`src/rtl/fetch_queue_pkg.sv`:
```
// rtl/fetch_queue_pkg.sv - shared fetch-queue state encoding and constants
package fetch_queue_pkg;

  // FETCH issues requests normally; DISCARD waits out a response made stale by a redirect.
  typedef enum logic {
    FETCH   = 1'b0,
    DISCARD = 1'b1
  } fetch_state_e;

  localparam int unsigned INSTR_BYTES = 4;

endpackage

```
`src/rtl/fetch_fifo.sv`:
```
// rtl/fetch_fifo.sv - DEPTH-entry prefetch FIFO with push/pop/clear and occupancy count
module fetch_fifo #(
  parameter int unsigned W     = 64,
  parameter int unsigned DEPTH = 4
) (
  input  logic                     clk,
  input  logic                     rstn,
  input  logic                     clear,
  input  logic                     push,
  input  logic                     pop,
  input  logic [W-1:0]             wdata,
  output logic [W-1:0]             rdata,
  output logic [$clog2(DEPTH):0]   count,
  output logic                     full,
  output logic                     empty
);

  localparam int unsigned AW = $clog2(DEPTH);

  logic [W-1:0]  mem_q [DEPTH];
  logic [AW-1:0] wr_ptr_q, wr_ptr_d;
  logic [AW-1:0] rd_ptr_q, rd_ptr_d;
  logic [AW:0]   count_q, count_d;

  // Pointer and occupancy update; a simultaneous push and pop leaves the count unchanged.
  always_comb begin
    wr_ptr_d = wr_ptr_q;
    rd_ptr_d = rd_ptr_q;
    count_d  = count_q;
    if (clear) begin
      wr_ptr_d = '0;
      rd_ptr_d = '0;
      count_d  = '0;
    end else begin
      if (push) wr_ptr_d = wr_ptr_q + 1'b1;
      if (pop)  rd_ptr_d = rd_ptr_q + 1'b1;
      case ({push, pop})
        2'b10:   count_d = count_q + 1'b1;
        2'b01:   count_d = count_q - 1'b1;
        default: count_d = count_q;
      endcase
    end
  end

  // Pointer and count registers.
  always_ff @(posedge clk or negedge rstn) begin
    if (!rstn) begin
      wr_ptr_q <= '0;
      rd_ptr_q <= '0;
      count_q  <= '0;
    end else begin
      wr_ptr_q <= wr_ptr_d;
      rd_ptr_q <= rd_ptr_d;
      count_q  <= count_d;
    end
  end

  // Entry storage; the head is read combinationally, so a same-cycle push never disturbs it.
  always_ff @(posedge clk) begin
    if (push && !clear) mem_q[wr_ptr_q] <= wdata;
  end

  assign rdata = mem_q[rd_ptr_q];
  assign count = count_q;
  assign full  = (count_q == (AW+1)'(DEPTH));
  assign empty = (count_q == '0);

endmodule

```
`src/rtl/fetch_queue.sv`:
```
// rtl/fetch_queue.sv - prefetching fetch stage; define FETCH_PERF_CNT_EN for starve/discard counters
module fetch_queue
  import fetch_queue_pkg::*;
#(
  parameter int unsigned     XLEN     = 32,
  parameter logic [XLEN-1:0] PC_RESET = '0,
  parameter int unsigned     DEPTH    = 4
) (
  input  logic            clk,
  input  logic            rstn,
  output logic [XLEN-1:0] instr_addr,
  output logic            instr_req,
  input  logic            instr_ack,
  input  logic [XLEN-1:0] instr_mem,
  output logic [XLEN-1:0] pc,
  output logic [XLEN-1:0] instr_send,
  output logic            clk_en,
  input  logic            stall,
  input  logic            flush,
  input  logic            writeback_change_pc,
  input  logic [XLEN-1:0] writeback_next_pc,
  input  logic            alu_change_pc,
  input  logic [XLEN-1:0] alu_next_pc
`ifdef FETCH_PERF_CNT_EN
  ,
  output logic [31:0]     starve_count,
  output logic [31:0]     discard_count
`endif
);

  localparam int unsigned CW = $clog2(DEPTH) + 1;

  typedef struct packed {
    logic [XLEN-1:0] pc;
    logic [XLEN-1:0] instr;
  } fetch_entry_t;

  fetch_state_e    state_q, state_d;
  logic [XLEN-1:0] addr_q, addr_d;
  logic [XLEN-1:0] pending_q, pending_d;
  logic            req_q, req_d;
  logic [XLEN-1:0] pc_q, pc_d;
  logic [XLEN-1:0] instr_q, instr_d;
  logic            clk_en_q, clk_en_d;

  logic            redirect;
  logic [XLEN-1:0] target;
  logic            ack_ok;
  logic            bypass;
  logic            fifo_push;
  logic            fifo_pop;
  logic [CW-1:0]   fifo_count;
  logic [CW-1:0]   count_next;
  logic            fifo_full;
  logic            fifo_empty;
  fetch_entry_t    push_entry;
  fetch_entry_t    head;

  assign redirect   = writeback_change_pc | alu_change_pc;
  assign target     = writeback_change_pc ? writeback_next_pc : alu_next_pc;
  assign ack_ok     = req_q & instr_ack;
  assign bypass     = (state_q == FETCH) & ack_ok & ~redirect & ~stall & ~flush & fifo_empty;
  assign fifo_pop   = ~redirect & ~stall & ~flush & ~fifo_empty;
  assign fifo_push  = (state_q == FETCH) & ack_ok & ~redirect & ~bypass & (~fifo_full | fifo_pop);
  assign count_next = redirect ? '0 : fifo_count + CW'(fifo_push) - CW'(fifo_pop);
  assign push_entry = '{pc: addr_q, instr: instr_mem};

  fetch_fifo #(
    .W     (2 * XLEN),
    .DEPTH (DEPTH)
  ) u_fifo (
    .clk   (clk),
    .rstn  (rstn),
    .clear (redirect),
    .push  (fifo_push),
    .pop   (fifo_pop),
    .wdata (push_entry),
    .rdata (head),
    .count (fifo_count),
    .full  (fifo_full),
    .empty (fifo_empty)
  );

  // Request/address control: hold a request until acked, redirect immediately or via DISCARD.
  always_comb begin
    state_d   = state_q;
    addr_d    = addr_q;
    pending_d = pending_q;
    req_d     = req_q;
    case (state_q)
      FETCH: begin
        if (redirect) begin
          if (req_q && !instr_ack) begin
            state_d   = DISCARD;
            pending_d = target;
          end else begin
            addr_d = target;
            req_d  = 1'b1;
          end
        end else if (req_q && !instr_ack) begin
          req_d = 1'b1;
        end else begin
          if (ack_ok) addr_d = addr_q + XLEN'(INSTR_BYTES);
          req_d = (count_next < CW'(DEPTH));
        end
      end
      DISCARD: begin
        if (instr_ack) begin
          addr_d  = redirect ? target : pending_q;
          state_d = FETCH;
          req_d   = 1'b1;
        end else if (redirect) begin
          pending_d = target;
        end
      end
      default: state_d = FETCH;
    endcase
  end

  // Decode-facing output register: redirect clears, stall holds, otherwise pop or bypass.
  always_comb begin
    pc_d     = pc_q;
    instr_d  = instr_q;
    clk_en_d = clk_en_q;
    if (redirect) begin
      clk_en_d = 1'b0;
    end else if (!stall) begin
      if (flush) begin
        clk_en_d = 1'b0;
      end else if (!fifo_empty) begin
        pc_d     = head.pc;
        instr_d  = head.instr;
        clk_en_d = 1'b1;
      end else if (bypass) begin
        pc_d     = addr_q;
        instr_d  = instr_mem;
        clk_en_d = 1'b1;
      end else begin
        clk_en_d = 1'b0;
      end
    end
  end

  // State, request and output registers.
  always_ff @(posedge clk or negedge rstn) begin
    if (!rstn) begin
      state_q   <= FETCH;
      addr_q    <= PC_RESET;
      pending_q <= '0;
      req_q     <= 1'b0;
      pc_q      <= '0;
      instr_q   <= '0;
      clk_en_q  <= 1'b0;
    end else begin
      state_q   <= state_d;
      addr_q    <= addr_d;
      pending_q <= pending_d;
      req_q     <= req_d;
      pc_q      <= pc_d;
      instr_q   <= instr_d;
      clk_en_q  <= clk_en_d;
    end
  end

  assign instr_addr = addr_q;
  assign instr_req  = req_q;
  assign pc         = pc_q;
  assign instr_send = instr_q;
  assign clk_en     = clk_en_q;

`ifdef FETCH_PERF_CNT_EN
  logic [31:0] starve_q, starve_d;
  logic [31:0] discard_q, discard_d;

  // Saturating counters for decode starvation and dropped stale responses.
  always_comb begin
    starve_d  = starve_q;
    discard_d = discard_q;
    if (!stall && !redirect && fifo_empty && !bypass && (starve_q != '1))
      starve_d = starve_q + 32'd1;
    if (ack_ok && (redirect || (state_q == DISCARD)) && (discard_q != '1))
      discard_d = discard_q + 32'd1;
  end

  // Counter registers.
  always_ff @(posedge clk or negedge rstn) begin
    if (!rstn) begin
      starve_q  <= '0;
      discard_q <= '0;
    end else begin
      starve_q  <= starve_d;
      discard_q <= discard_d;
    end
  end

  assign starve_count  = starve_q;
  assign discard_count = discard_q;
`endif

endmodule

```
`config.mk`:
```
export PLATFORM = sky130hd
export DESIGN_NAME = fetch_queue
export DESIGN_NICKNAME = d
export VERILOG_FILES = /design/src/rtl/fetch_queue_pkg.sv /design/src/rtl/fetch_fifo.sv /design/src/rtl/fetch_queue.sv
export SDC_FILE = /design/constraint.sdc
export NUM_CORES = 1
export LEC_CHECK = 0
export BUFFER_PORTS_ARGS = -buffer_cell sky130_fd_sc_hd__buf_4
export CORE_AREA = 2 2 235 190
export DETAILED_ROUTE_END_ITERATION = 8
export DIE_AREA = 0 0 237 192
export GPL_ROUTABILITY_DRIVEN = 0
export GPL_TIMING_DRIVEN = 0
export SLEW_MARGIN = 20
export SYNTH_ARGS = -nofsm -noshare
export SYNTH_HDL_FRONTEND = slang
export SYNTH_SLANG_ARGS = --single-unit
```
`constraint.sdc`:
```
create_clock -name clk -period 3.25 [get_ports clk]
set_input_delay 0.1625 -clock clk [delete_from_list [all_inputs] [get_ports clk]]
set_output_delay 0.1625 -clock clk [all_outputs]
set_load 0.02 [all_outputs]
```
## Yosys cells after proc, flatten, opt, wreduce, memory -nomap -nowiden

Memories as Yosys holds them, arrays and structs flattened.
Cells that the tools add are included.

| word-level totals | value |
|---|---|
| bits in registers | 138 |
| bits in latches | 0 |
| RAM bits | 256 |
| bits in read-only memories | 0 |
| input port bits | 103 |
| word-level logic and storage cells | 102 |
| memories kept | 1 |

Memories:

| name | words | bits a word | rd ports | clocked after memory_dff | write ports | RTL line | text |
|---|---|---|---|---|---|---|---|
| u_fifo.mem_q | 4 | 64 | 1 | 0 | 1 | fetch_fifo.sv:20 | `logic [W-1:0] mem_q [DEPTH];` |

| cells by class | value |
|---|---|
| $add $sub $neg | 7 |
| multiply operators | 0 |
| div/mod/pow operators | 0 |
| magnitude comparators | 1 |
| eq/ne operators | 12 |
| shifts and indexed selects | 0 |
| muxes and demuxes | 39 |
| bitwise gates (word level) | 20 |
| reduce and logical (&&, ||, !) cells | 12 |

Operators by type and width:

| kind | number |
|---|---|
| $mux 32 | 14 |
| $pmux 32 s2 | 2 |
| $add 32x3->32 const B | 1 |
| $mux 1 | 14 |
| $and 1x1->1 | 11 |
| $ne 2x2->1 const B | 5 |
| $mux 2 | 4 |
| $not 1->1 | 7 |
| $mux 3 | 2 |
| $ne 3x3->1 const B | 2 |
| $pmux 3 s2 | 1 |
| $reduce_and 3->1 | 2 |
| $add 2x1->2 const B | 2 |
| $ne 2x1->1 const B | 2 |
| $pmux 1 s2 | 2 |
| $reduce_and 4->1 | 1 |
| $reduce_bool 2->1 | 2 |
| $add 3x1->3 | 1 |
| $add 3x1->3 const B | 1 |
| $eq 3x3->1 const B | 1 |
| $logic_not 3->1 | 1 |
| $lt 3x3->1 const B | 1 |
| $reduce_bool 3->1 | 1 |
| $sub 3x1->3 | 1 |
| other kinds (7) | 10 |

## Logic depth before layout (Yosys ltp)

| depth | value |
|---|---|
| depth in word-level cells | 16 |
| depth in mapped cells | 12 |
| depth with buffers taken out | 10 |

## Cells and area by module

A second synthesis with hierarchy kept.

| second synthesis, totals | value |
|---|---|
| cells, all modules | 1211 |
| area, all modules | 17226.5 µm² |

Modules (own cells, without submodules):

| module | times used | cells an instance | area each (µm²) |
|---|---|---|---|
| fetch_fifo | 1 | 377 | 9669.3 |
| fetch_queue | 1 | 834 | 7557.2 |

## Worst setup path before layout

Ideal clock, no wire load.

| timing path | value |
|---|---|
| path type | flip-flop to flip-flop |
| from | register state_q |
| to | memory u_fifo.mem_q[0][0] (enable) |
| data arrival time | 2875 ps |
| data required time | 2821 ps |
| slack | -54 ps |
| stages on the path, launching flop included | 7 |
| cells stage by stage | dfrtp_1 buf_2 or3_1 buf_2 nor2_1 buf_2 and3_1 |

| between the ends | value |
|---|---|
| longest elaborated chain between the ends | 12 |

Ends and longest elaborated chain:

| what | RTL line | text |
|---|---|---|
| start, declared | fetch_queue.sv:38 | `fetch_state_e state_q, state_d;` |
| start signal, assigned | fetch_queue.sv:155 | `state_q <= state_d;` |
| $not 1->1 * | -- |  |
| $and 1x1->1 * (2 in series) | fetch_queue.sv:62, fetch_queue.sv:64 |  |
| $and 1x1->1 (3 in series) | fetch_queue.sv:62 | `assign bypass = (state_q == FETCH) & ack_ok & ~redirect & ~stall & ~flush & fifo_empty;` |
| $not 1->1 | fetch_queue.sv:64 | `assign fifo_push = (state_q == FETCH) & ack_ok & ~redirect & ~bypass & (~fifo_full \| fifo_pop);` |
| $and 1x1->1 * (2 in series) | fetch_queue.sv:64 |  |
| $logic_and 1x1->1 * | fetch_fifo.sv:60 | `if (push && !clear) mem_q[wr_ptr_q] <= wdata;` |
| $mux 1 * | fetch_fifo.sv:60 |  |
| $mux 1 (implied by the code) * | fetch_fifo.sv:60 |  |
| end, declared | fetch_fifo.sv:20 |  |

Every way passes the cells marked *; elsewhere a longest branch is shown, timed or not.

## Worst setup path in the final report

| timing path | value |
|---|---|
| from | register u_fifo.count_q[2], in the netlist u_fifo.count[2] |
| to | register req_q, in the netlist instr_req |

| between the ends | value |
|---|---|
| longest elaborated chain between the ends | 12 |

Ends and longest elaborated chain:

| what | RTL line | text |
|---|---|---|
| start, declared | fetch_fifo.sv:23 | `logic [AW:0] count_q, count_d;` |
| start signal, assigned | fetch_fifo.sv:54 | `count_q <= count_d;` |
| $logic_not 3->1 | fetch_fifo.sv:66 | `assign empty = (count_q == '0);` |
| $and 1x1->1 / $not 1->1 (equally long branches) | fetch_queue.sv:62, fetch_queue.sv:63 |  |
| $not 1->1 / $and 1x1->1 (equally long branches) | fetch_queue.sv:64, fetch_queue.sv:63 |  |
| $and 1x1->1 / $or 1x1->1 (equally long branches) | fetch_queue.sv:64 |  |
| $and 1x1->1 | fetch_queue.sv:64 |  |
| $add 3x1->3 | fetch_queue.sv:65 | `assign count_next = redirect ? '0 : fifo_count + CW'(fifo_push) - CW'(fifo_pop);` |
| $sub 3x1->3 * | fetch_queue.sv:65 |  |
| $mux 3 * | fetch_queue.sv:65 |  |
| $lt 3x3->1 * | fetch_queue.sv:104 | `req_d = (count_next < CW'(DEPTH));` |
| $mux 1 * | fetch_queue.sv:100 | `end else if (req_q && !instr_ack) begin` |
| $mux 1 * | fetch_queue.sv:92 | `if (redirect) begin` |
| $pmux 1 s2 * | fetch_queue.sv:90 | `case (state_q)` |
| end signal, assigned | fetch_queue.sv:158 | `req_q <= req_d;` |
| end, declared | fetch_queue.sv:41 | `logic req_q, req_d;` |

Marks and branches as above.
A chain may end at the register's enable or synchronous reset.

==> results.md <==
- Maximum fanout along the worst path: 10
- Worst Hold Class: in -> reg
- Main area contributors after synthesis: edfxtp_1 45%, dfrtp_1 20%, mux4_2 8.4%
- Final hold vios: 0
- Met1 usage: 30.57%
- WL/cell: approximately 22 µm
- Area occupied by multi-input gates: about 5600 µm²
- Final Cycle Share: approximately 93%
- Fmax: around 330 MHz
- Clk buf depth: 3
- Die X-Extent: roughly 240 µm
- # fillers: roughly 3700
- Diode count: 0
- DIE AREA: roughly 46000 µm²
- Status: complete, no violations
- All-layer global routing usage: 21.01%
- Setup slack, reg-to-reg: 230 ps
- Primary FF master, synth: edfxtp_1
- Final Setup Violations: 0
- CTS H-tree depth: 2
- Via Count: about 12000
- CP Capture Type: flop
- PD cells: slightly below 600 nW/µm²
- GRT met2 Usage: between 30% and 40%
- First drt pass iteration count: 5
- Clock latency on the worst-skew pair: between 500 and 600 ps
- Register bit count reported by yosys: 394
- Max_slew headroom: 36.33%
- Routed Antenna Nets: 0
- Post-Place Cells: around 2000
- Root buffer cell: clkbuf_16
- Worst hold start: alu_next_pc[4]
- Clock sink count: slightly below 400
- Unrepaired setup endpoints after global routing: false
- Slew of the pin with the lowest slew margin: roughly 950 ps
- DR iter-0 viols: roughly 900
- CP max-delay cell: nor3_1
- CP required: roughly 3700 ps
- Setup ws final: ~230 ps
- Flip-flop and latch area: approximately 11000 µm²
- Most frequent cell after synthesis: edfxtp_1
- Syn_area_per_cell: between 10 and 15 µm²
- Fin Setup TNS: 0 ps
- Post-synth EDFFs: 256
- CP Class: reg -> reg
- FF-to-FF Start: u_fifo.count[2]$_DFFE_PN0P_
- Port buffer count: around 200
- Minimum clock period after layout: a little over 3000 ps
- DRC: 0
- Placeable Area: around 43000 µm²
- Crit path cell chain: clkbuf_1 > nor3_1 > nor3_1 > nand2_1 > inv_2 > buf_2 > ha_1 > inv_1 > ha_1 > a41oi_1 > xnor2_1 > a21oi_1
- Fraction of layout instances using a drive strength above 1: between 20% and 30%
- CTS buffer count: 42
- Post-Synthesis Cells: about 1200
- Mapped Nets: between 1000 and 1500
- Finished Layout Cells: about 2200
- Netlist Area Pre-Place: around 17000 µm²
- Cts repair resizes: 0
- Overall routed net length: about 47000 µm
- Seq/Total Area, Yosys: about two thirds
- Post-synth top cells: 256 x edfxtp_1, 138 x dfrtp_1, 110 x nand2_1
- Post-CTS setup buffer count: 0
- Max_cap viols: 0
- Starting density of the core: about 40%
- Final Max Tran Viols: 0
- Layout overhead on the synthesized area: 27.87%
- Leakage power: 8.381 nW
- Distinct cells, synth: 74
- CTS tree: done
- Met3 Use GR: under 10%
- Busiest grt layer: met2
- First-pass GRT wire length: just over 70000 µm
- Max IR drop VDD: approximately 0.00041 V
- Hpwl dp: roughly 32000 µm
- Area share of the largest cell type after synthesis: about 45%
- Overall Power: approximately 13 mW
- Synth async-reset ratio: 35.03%
- Post-synth top area cell: edfxtp_1
- GRT overflow: 0
- Hold endpoint: pending_q[4]$_DFFE_PN0P_
- Die Y: ~190 µm
- Clock skew: 15.26 ps
- Post-CTS Hold Fix Bufs: a little under 100
- Worst flop-to-flop path endpoint: instr_req$_DFFE_PN0P_
- I/O pin total: roughly 200
- Reg2Reg Depth: 12
- Pre-CTS WS: just over 300 ps
- Clock-pin slew on the worst setup and hold paths: 60 ps
- Hold depth: 3
- Max stage delay on crit path: between 400 and 500 ps
- Yosys warns: 0
- Largest net degree at the start of global routing: between 80 and 90
- Antenna violations before repair: 0
- CP Launch Type: flop
- Vias per inst: around 5.5
- Critical Path AT: ~3400 ps
- Number of global-route vias before repair: about 12000
- # nets final: approximately 1700
- Cell Rows: 68
stage by stage:
stage,instance area (µm²),hold WS [ps],util [%]
6_report,21870,32.90,50.91
5_1_grt,21870,17.45,50.91
4_1_cts,21870,4.674,50.91
3_5_place_dp,19460,127.8,45.29
3_3_place_gp,19300,377.4,44.93
2_1_floorplan,17110,-133.1,-
cells in the final DEF, fill, tap and decap left out, types with 14 or more instances in the layout:
cell / n
clkbuf_16: 42
a21oi_1: 78
nor3_1: 14
nand3_1: 17
dlygate4sd3_1: 98
mux4_2: 64
o22ai_1: 30
mux2i_1: 72
o21ai_0: 25
o21ai_1: 70
clkbuf_1: 57
nand2b_1: 17
buf_2: 27
edfxtp_1: 256
dfrtp_1: 138
buf_4: 199
nor2_1: 71
nand2_1: 110
flip-flops by register name (all words and copies together) (netlist names):
signal and flops:
u_fifo.wr_ptr_q 2, pc 32, u_fifo.rd_ptr_q 2, instr_req 1
pending_q 32, u_fifo.count 3, u_fifo.mem_q 256, clk_en 1
instr_send 32, state_q 1, instr_addr 32
power by group:
part           internal, mW  switching (mW)  total, mW
clock network          2.98            2.01       5.00
logic                 0.827            1.06       1.89
registers              5.74           0.377       6.12
total                  9.55            3.45       13.0
critical path: cells and delay by family, from the launching register on:
kind	cells	cell delay, ps
and+or+nand+nor	3	860
DFF	1	320
AOI/OAI and AO/OA	2	250
xor gates and xnor gates	1	350
buffers and inverters	4	650
adders and majority gates	2	450
worst max path at each step:
stage               slack (ps)                         from  cells after the start                       endpoint
floorplan                  650            state_q$_DFF_PN0_                      6   u_fifo.mem_q[0][0]$_DFFE_PP_
global placement          -120            state_q$_DFF_PN0_                      6  u_fifo.mem_q[1][27]$_DFFE_PP_
detailed placement         310  u_fifo.count[2]$_DFFE_PN0P_                     12          instr_req$_DFFE_PN0P_
CTS                        300  u_fifo.count[2]$_DFFE_PN0P_                     12          instr_req$_DFFE_PN0P_
global route                20  u_fifo.count[2]$_DFFE_PN0P_                     12          instr_req$_DFFE_PN0P_
finish                     230  u_fifo.count[2]$_DFFE_PN0P_                     12          instr_req$_DFFE_PN0P_
metal layers:
layer	vias to the layer above	share of wire [%]	routed length, µm
met5	-	0	0
met4	0	1.8	872
met3	70	7.2	3410
met2	448	45	21260
met1	5871	46	21660
li1	5400	-	-
area by class of cell:
cell class	instances	share of cell area, %
clock inverter	18	1.276
clock buffer	59	5.280
timing repair buffer	302	11.94
sequential	394	50.94
multi-input combinational	729	25.39
inverter	14	0.2403
buffer	87	1.733
tap	560	3.203
cells by family after synthesis:
family	Yosys count	share of synthesized area, %
AOI/OAI and AO/OA	285	10.19
xor gates and xnor gates	8	0.4096
adders and majority gates	8	0.6291
buffers and inverters	101	2.524
DFF	394	65.13
muxes	142	13.03
and+or+nand+nor	286	8.083
No activity file was read; power rests on OpenSTA's default activity.
